**config.mk**
```make
export PLATFORM = sky130hd
export DESIGN_NAME = reg_file_rename_flat
export DESIGN_NICKNAME = d
export VERILOG_FILES = /design/src/rtl/reg_file_rename_if.sv /design/src/rtl/reg_file_rename.sv /design/src/flat_wrapper.sv
export SDC_FILE = /design/constraint.sdc
export NUM_CORES = 2
export LEC_CHECK = 0
export BUFFER_PORTS_ARGS = -buffer_cell sky130_fd_sc_hd__buf_2
export CAP_MARGIN = 0
export CORE_UTILIZATION = 35
export CTS_CLUSTER_SIZE = 20
export DETAILED_ROUTE_END_ITERATION = 8
export GPL_ROUTABILITY_DRIVEN = 1
export PLACE_DENSITY = 0.55
export SYNTH_ARGS = -nofsm -noshare
export SYNTH_HDL_FRONTEND = slang
export SYNTH_SLANG_ARGS = --single-unit
```
**constraint.sdc**
```tcl
create_clock -name clk_in -period 5.29 [get_ports clk_in]
set_clock_uncertainty 0.1 [all_clocks]
set_input_delay 0.7935 -clock clk_in [delete_from_list [all_inputs] [get_ports clk_in]]
set_output_delay 0.7935 -clock clk_in [all_outputs]
set_load 0.05 [all_outputs]
```
**src/rtl/reg_file_rename_if.sv**
```systemverilog
// ---------------------------------------------------------------------------
// reg_file_rename_if
// Bundles the Dispatcher read/claim signals, the RoB commit write, the flush
// strobe and the busy counter between the register file and its clients.
//
//   rs1_addr/rs2_addr     source register indices (client -> regfile)
//   rsN_busy/tag/value    operand read results     (regfile -> client)
//   dep_en/reg/index      destination claim        (client -> regfile)
//   commit_en/reg/index/data  RoB commit write     (client -> regfile)
//   flush_in              misprediction flush      (client -> regfile)
//   busy_count            registered busy count    (regfile -> client)
//
// master: Dispatcher/RoB side.  slave: register file side.
// ---------------------------------------------------------------------------
interface reg_file_rename_if #(
    parameter int RoB_WIDTH = 3
);
    logic [4:0]           rs1_addr;
    logic                 rs1_busy;
    logic [RoB_WIDTH-1:0] rs1_tag;
    logic [31:0]          rs1_value;

    logic [4:0]           rs2_addr;
    logic                 rs2_busy;
    logic [RoB_WIDTH-1:0] rs2_tag;
    logic [31:0]          rs2_value;

    logic                 dep_en;
    logic [4:0]           dep_reg;
    logic [RoB_WIDTH-1:0] dep_index;

    logic                 commit_en;
    logic [4:0]           commit_reg;
    logic [RoB_WIDTH-1:0] commit_index;
    logic [31:0]          commit_data;

    logic                 flush_in;
    logic [5:0]           busy_count;

    modport master (
        output rs1_addr, rs2_addr,
        output dep_en, dep_reg, dep_index,
        output commit_en, commit_reg, commit_index, commit_data,
        output flush_in,
        input  rs1_busy, rs1_tag, rs1_value,
        input  rs2_busy, rs2_tag, rs2_value,
        input  busy_count
    );

    modport slave (
        input  rs1_addr, rs2_addr,
        input  dep_en, dep_reg, dep_index,
        input  commit_en, commit_reg, commit_index, commit_data,
        input  flush_in,
        output rs1_busy, rs1_tag, rs1_value,
        output rs2_busy, rs2_tag, rs2_value,
        output busy_count
    );
endinterface

```
**src/rtl/reg_file_rename.sv**
```systemverilog
// ---------------------------------------------------------------------------
// reg_file_rename
// Architectural integer register file with per-register rename tags.
// Each register holds a 32-bit value, a busy flag and the RoB index of its
// youngest in-flight producer.
//
// Ports:
//   clk_in    clock, all state updates on the rising edge
//   rst_n_in  asynchronous active-low reset (values, busy, tags, count -> 0)
//   rdy_in    global ready; low freezes all state
//   bus       reg_file_rename_if.slave: two combinational read ports,
//             dispatch claim, RoB commit write, flush, busy_count
//
// Optional build macro: REG_FILE_COMMIT_BYPASS_EN
//   When defined, a read that hits a same-cycle commit which will clear the
//   register's busy flag returns busy 0 and the commit data directly.
//   When undefined, reads reflect registered state only.
// ---------------------------------------------------------------------------
module reg_file_rename #(
    parameter int RoB_WIDTH = 3,
    parameter int REG_NUM   = 32
) (
    input  logic               clk_in,
    input  logic               rst_n_in,
    input  logic               rdy_in,
    reg_file_rename_if.slave   bus
);

    logic [31:0]          value_q [REG_NUM];
    logic [31:0]          value_d [REG_NUM];
    logic                 busy_q  [REG_NUM];
    logic                 busy_d  [REG_NUM];
    logic [RoB_WIDTH-1:0] tag_q   [REG_NUM];
    logic [RoB_WIDTH-1:0] tag_d   [REG_NUM];
    logic [5:0]           busy_count_q;
    logic [5:0]           busy_count_d;

    // -----------------------------------------------------------------------
    // Read ports: identical logic for rs1 (gi=0) and rs2 (gi=1).
    // -----------------------------------------------------------------------
    for (genvar gi = 0; gi < 2; gi++) begin : g_rd
        logic [4:0]           rd_addr;
        logic                 rd_busy;
        logic [RoB_WIDTH-1:0] rd_tag;
        logic [31:0]          rd_value;

        assign rd_addr = (gi == 0) ? bus.rs1_addr : bus.rs2_addr;

        always_comb begin
            rd_busy  = 1'b0;
            rd_tag   = '0;
            rd_value = '0;
            // x0 is hardwired: never busy, always zero.
            if (rd_addr != 5'd0) begin
                rd_busy  = busy_q[rd_addr];
                rd_tag   = tag_q[rd_addr];
                rd_value = value_q[rd_addr];
`ifdef REG_FILE_COMMIT_BYPASS_EN
                // Forward only a commit that will actually retire this
                // producer; a stale commit leaves the younger claim visible.
                if (rdy_in && bus.commit_en && (bus.commit_reg == rd_addr) &&
                    busy_q[rd_addr] && (tag_q[rd_addr] == bus.commit_index)) begin
                    rd_busy  = 1'b0;
                    rd_value = bus.commit_data;
                end
`endif
            end
        end
    end

    assign bus.rs1_busy   = g_rd[0].rd_busy;
    assign bus.rs1_tag    = g_rd[0].rd_tag;
    assign bus.rs1_value  = g_rd[0].rd_value;
    assign bus.rs2_busy   = g_rd[1].rd_busy;
    assign bus.rs2_tag    = g_rd[1].rd_tag;
    assign bus.rs2_value  = g_rd[1].rd_value;
    assign bus.busy_count = busy_count_q;

    // -----------------------------------------------------------------------
    // Next-state. Priority per register (lowest to highest):
    //   commit clear  <  dispatch claim  <  flush
    // The commit value write is independent of the busy/tag priority.
    // -----------------------------------------------------------------------
    always_comb begin
        for (int i = 0; i < REG_NUM; i++) begin
            value_d[i] = value_q[i];
            busy_d[i]  = busy_q[i];
            tag_d[i]   = tag_q[i];
        end

        if (rdy_in) begin
            // Entry 0 is never written so x0 stays zero and idle.
            for (int i = 1; i < REG_NUM; i++) begin
                if (bus.commit_en && (bus.commit_reg == 5'(i))) begin
                    value_d[i] = bus.commit_data;
                    if (busy_q[i] && (tag_q[i] == bus.commit_index)) begin
                        busy_d[i] = 1'b0;
                    end
                end
                if (bus.dep_en && (bus.dep_reg == 5'(i)) && !bus.flush_in) begin
                    busy_d[i] = 1'b1;
                    tag_d[i]  = bus.dep_index;
                end
                if (bus.flush_in) begin
                    busy_d[i] = 1'b0;
                end
            end
        end

        // Count taken from the post-update flags so it lines up with them.
        busy_count_d = '0;
        for (int i = 0; i < REG_NUM; i++) begin
            busy_count_d = busy_count_d + {5'd0, busy_d[i]};
        end
    end

    always_ff @(posedge clk_in or negedge rst_n_in) begin
        if (!rst_n_in) begin
            for (int i = 0; i < REG_NUM; i++) begin
                value_q[i] <= '0;
                busy_q[i]  <= 1'b0;
                tag_q[i]   <= '0;
            end
            busy_count_q <= '0;
        end else begin
            for (int i = 0; i < REG_NUM; i++) begin
                value_q[i] <= value_d[i];
                busy_q[i]  <= busy_d[i];
                tag_q[i]   <= tag_d[i];
            end
            busy_count_q <= busy_count_d;
        end
    end

endmodule
```
**src/flat_wrapper.sv**
```systemverilog
// flat-port wrapper written by rule: the top's interface ports become plain ports
module reg_file_rename_flat 
#(
    parameter int RoB_WIDTH = 3,
    parameter int REG_NUM   = 32
)
  (clk_in, rst_n_in, rdy_in, bus_rs1_addr, bus_rs2_addr, bus_dep_en, bus_dep_reg, bus_dep_index, bus_commit_en, bus_commit_reg, bus_commit_index, bus_commit_data, bus_flush_in, bus_rs1_busy, bus_rs1_tag, bus_rs1_value, bus_rs2_busy, bus_rs2_tag, bus_rs2_value, bus_busy_count);
  reg_file_rename_if #(.RoB_WIDTH(RoB_WIDTH)) bus_i ();
  input  logic clk_in;
  input  logic rst_n_in;
  input  logic rdy_in;
  input wire logic [$bits(bus_i.rs1_addr)-1:0] bus_rs1_addr;
  input wire logic [$bits(bus_i.rs2_addr)-1:0] bus_rs2_addr;
  input wire logic [$bits(bus_i.dep_en)-1:0] bus_dep_en;
  input wire logic [$bits(bus_i.dep_reg)-1:0] bus_dep_reg;
  input wire logic [$bits(bus_i.dep_index)-1:0] bus_dep_index;
  input wire logic [$bits(bus_i.commit_en)-1:0] bus_commit_en;
  input wire logic [$bits(bus_i.commit_reg)-1:0] bus_commit_reg;
  input wire logic [$bits(bus_i.commit_index)-1:0] bus_commit_index;
  input wire logic [$bits(bus_i.commit_data)-1:0] bus_commit_data;
  input wire logic [$bits(bus_i.flush_in)-1:0] bus_flush_in;
  output wire logic [$bits(bus_i.rs1_busy)-1:0] bus_rs1_busy;
  output wire logic [$bits(bus_i.rs1_tag)-1:0] bus_rs1_tag;
  output wire logic [$bits(bus_i.rs1_value)-1:0] bus_rs1_value;
  output wire logic [$bits(bus_i.rs2_busy)-1:0] bus_rs2_busy;
  output wire logic [$bits(bus_i.rs2_tag)-1:0] bus_rs2_tag;
  output wire logic [$bits(bus_i.rs2_value)-1:0] bus_rs2_value;
  output wire logic [$bits(bus_i.busy_count)-1:0] bus_busy_count;
  assign bus_i.rs1_addr = bus_rs1_addr;
  assign bus_i.rs2_addr = bus_rs2_addr;
  assign bus_i.dep_en = bus_dep_en;
  assign bus_i.dep_reg = bus_dep_reg;
  assign bus_i.dep_index = bus_dep_index;
  assign bus_i.commit_en = bus_commit_en;
  assign bus_i.commit_reg = bus_commit_reg;
  assign bus_i.commit_index = bus_commit_index;
  assign bus_i.commit_data = bus_commit_data;
  assign bus_i.flush_in = bus_flush_in;
  assign bus_rs1_busy = bus_i.rs1_busy;
  assign bus_rs1_tag = bus_i.rs1_tag;
  assign bus_rs1_value = bus_i.rs1_value;
  assign bus_rs2_busy = bus_i.rs2_busy;
  assign bus_rs2_tag = bus_i.rs2_tag;
  assign bus_rs2_value = bus_i.rs2_value;
  assign bus_busy_count = bus_i.busy_count;
  reg_file_rename #(.RoB_WIDTH(RoB_WIDTH), .REG_NUM(REG_NUM)) u_core (.clk_in(clk_in), .rst_n_in(rst_n_in), .rdy_in(rdy_in), .bus(bus_i));
endmodule
```
==> flow_summary.toml <==
[detailed_routing]
vias = 44300
drt-pass1-iter-count = 5
routedWlPerCell_um = 29.2
routed_via_density = 5.90
wl_um = 219000
antenna_left = 0
first_iter_violations = 3539
drc = 0

[setup_path]
cp-start-kind = "input port"
end_kind = "flip-flop"
crit_required_ns = 5.83
arrival_ns = 6.08
cp_max_fo = 9
path_class = "in -> reg"
r2r_slack_ns = -0.19

[floorplanning]
io_pins = 142
row_count = 155
die_x_um = 426
coreArea_um2 = 178000
dieArea_um2 = 181000
fp.dieH_um = 426
start_util_pct = 35.2

[sta]
holdWs_ns = 0.403
fin_ws_ns = -0.244
relSlewSlack_pct = 14.2
finalMaxSlewViolations = 0
hold_viol = 0
setup_viol = 5
layout_min_cycle_time_ns = 5.53
final.period_utilization_pct = 105
rsz0062_at_grt = "yes"
finalSetupTns_ns = -0.712
fmax_mhz = 181
tightest_slew_ns = 1.28

[layout]
drive_gt1_share_pct = 40.3
area_growth_pct = 15.0
final_cell_mix = "1122 x dfrtp_1, 1110 x mux2_2, 704 x mux2i_1, 327 x buf_4, 288 x o22ai_1"
mostFrequentLayoutCell = "dfrtp_1"
nets = 5150

[power]
clkPwrFrac_pct = 38.2
combPwrFrac_pct = 18.2
power_frac_seq_pct = 43.7
p_per_area_nw_per_um2 = 332
vdd_drop_max_uv = 349
p_sw_mw = 6.79
p_leak_nw = 33.1
total_power_mw = 24.0
switching_share_pct = 28.3
internal_power_mw = 17.2

[synthesis]
synthCells = 4920
synth_area_um2 = 62800
syn-num-nets = 5016
ys_seq_elements = 1122
async_flop_share_pct = 100
ys_seq_area_share_pct = 44.7
syn_area_per_cell_um2 = 12.8
synth_cell_types = 58
ys_warn_count = 0
ys.flop_type = "dfrtp_1"
synth_edf_count = 0

[placed_design]
gp_congestion = 0.911
port_buffers = 141
dp_hpwl_um = 132000
post-place-ws_ns = -1.08

[worst_hold_path]
hold_path.class = "reg -> reg"

[clock_network]
tritoncts = "done"
clk_pin_slew_ns = 0.05
cts_buffers = 131
clockBufferDepth = 3
clock-sinks = 1122
htreeDepth = 4
root_buffer = "clkbuf_16"
clock_latency_ns = 0.77

[global_route]
globalRouteOverflowTotal = 0
grt_first_pass_wirelength_um = 321000
grt_usage_pct = 24.0
grt_pass1_vias = 45500
antenna_found_initial = 9
grt_max_degree = 135

[job]
drv_cap = 0

[status]
violations = "negative setup slack"
status = "finished, violations left"
-- area by class of cell --
type / instances / area (um2)
Tap cell: 2355 / 2950
Sequential cell: 1122 / 28100
Timing Repair Buffer: 507 / 4100
Antenna cell: 6 / 15.0
Inverter: 29 / 109
Clock buffer: 209 / 4090
Clock inverter: 23 / 214
Multi-Input combinational cell: 3263 / 32700
Fill cell: 16800 / 106000
-- layer usage --
metal  vias to the layer above  track usage, %  wire length (um)
met5                         -               0                36
met3                       467            3.20             10500
met2                      1447            40.1            107000
li1                      18900               -                 -
met4                         6            10.5              9890
met1                     23500            31.0             92000
-- power groups by stage --
| stage | clock, mW | combinational [mW] | sequential, mW |
|---|---|---|---|
| final | 9.16 | 4.36 | 10.5 |
| after global placement | 0 | 4.28 | 10.5 |
| after detailed placement | 0 | 4.34 | 10.6 |
| after CTS | 9.34 | 4.36 | 10.4 |
| after floorplan | 0 | 3.05 | 10.4 |
| after global routing | 9.68 | 4.67 | 10.6 |
-- logic make-up (layout without fill, tap and decap cells) --
logic type,after synthesis,in the layout,share of synthesized area (%)
adder cells (fa/ha/maj),32,32,0.912
flip-flops,1122,1122,44.7
other,0,6,0
AO/OA/AOI/OAI,658,658,7.20
XOR/XNOR,96,96,1.34
AND/OR/NAND/NOR,464,464,4.50
multiplexers,2013,2013,37.4
buffers and inverters,535,768,3.96
-- through the flow --
step	instances	cell area (um2)	utilization, %
finish	7514	72200	40.5
global route	7511	72200	40.5
CTS	7505	72100	40.4
detailed placement	7268	67700	38.0
global placement	7268	67700	38.0
floorplan	4920	62900	-
-- synthesized netlist by cell type (all sizes together) (6+ instances only) --
master	n	area [um2]
and2	13	81.3
o21ai	15	75.1
nand2	27	104
mux2	1157	13000
xor2	81	709
o211ai	13	97.6
fa	23	460
and3	8	50.1
nor4	76	594
or2	7	43.8
clkbuf	238	900
mux4	152	3420
nand4b	7	61.3
a221o	72	721
and4bb	6	75.1
nor2	42	210
a21oi	89	445
mux2i	704	7050
xnor2	15	131
nor3	156	791
a211oi	82	616
o22ai	288	1800
nor2b	75	469
nand3	14	70.1
dfrtp	1122	28100
ha	9	113
a22oi	72	541
nand2b	15	93.8
inv	29	109
buf	268	1480
a2111oi	11	96.3
a21o	6	45.0
-- worst max-delay path, stage by stage --
cell      delay (ns)
buf_2           0.15
and4bb_2        0.47
and2_1          0.20
o21ai_0         0.11
a21o_1          0.19
fa_1            0.58
fa_2            0.49
fa_1            0.55
inv_1           0.05
fa_1            0.49
inv_1           0.05
fa_1            0.49
inv_2           0.04
fa_1            0.48
ha_2            0.19
inv_2           0.04
fa_2            0.33
inv_1           0.06
a21o_1          0.12
a21oi_2         0.06
xnor2_1         0.13
-- worst paths after layout --
check,to,depth (start not counted),start
setup / recovery,u_core.bus.busy_count[4]$_DFF_PN0_,21,bus_flush_in
hold / removal,u_core.value_q[422]$_DFFE_PN0P_,1,u_core.value_q[422]$_DFFE_PN0P_
setup reg to reg,u_core.bus.busy_count[4]$_DFF_PN0_,20,u_core.tag_q[89]$_DFFE_PN0P_
hold reg to reg,u_core.value_q[422]$_DFFE_PN0P_,1,u_core.value_q[422]$_DFFE_PN0P_
max in group asynchronous,u_core.value_q[372]$_DFFE_PN0P_,3,rst_n_in
min in group asynchronous,u_core.value_q[680]$_DFFE_PN0P_,2,rst_n_in
-- flip-flops by register name, summed over array words and instances (netlist names) --
name,cells
u_core.bus.busy_count,6
u_core.busy_q,31
u_core.tag_q,93
u_core.value_q,992
-- what timing repair did --
| action | in CTS | in global routing |
|---|---|---|
| buffers inserted | 4 | 3 |
| hold buffers | 1 | 0 |
| pin swaps | 15 | 3 |
| resized for setup | 14 | 10 |
| hold endpoints to repair | 23 | 0 |
| setup endpoints to repair | 5 | 5 |
No activity file was read; power rests on OpenSTA's default activity.
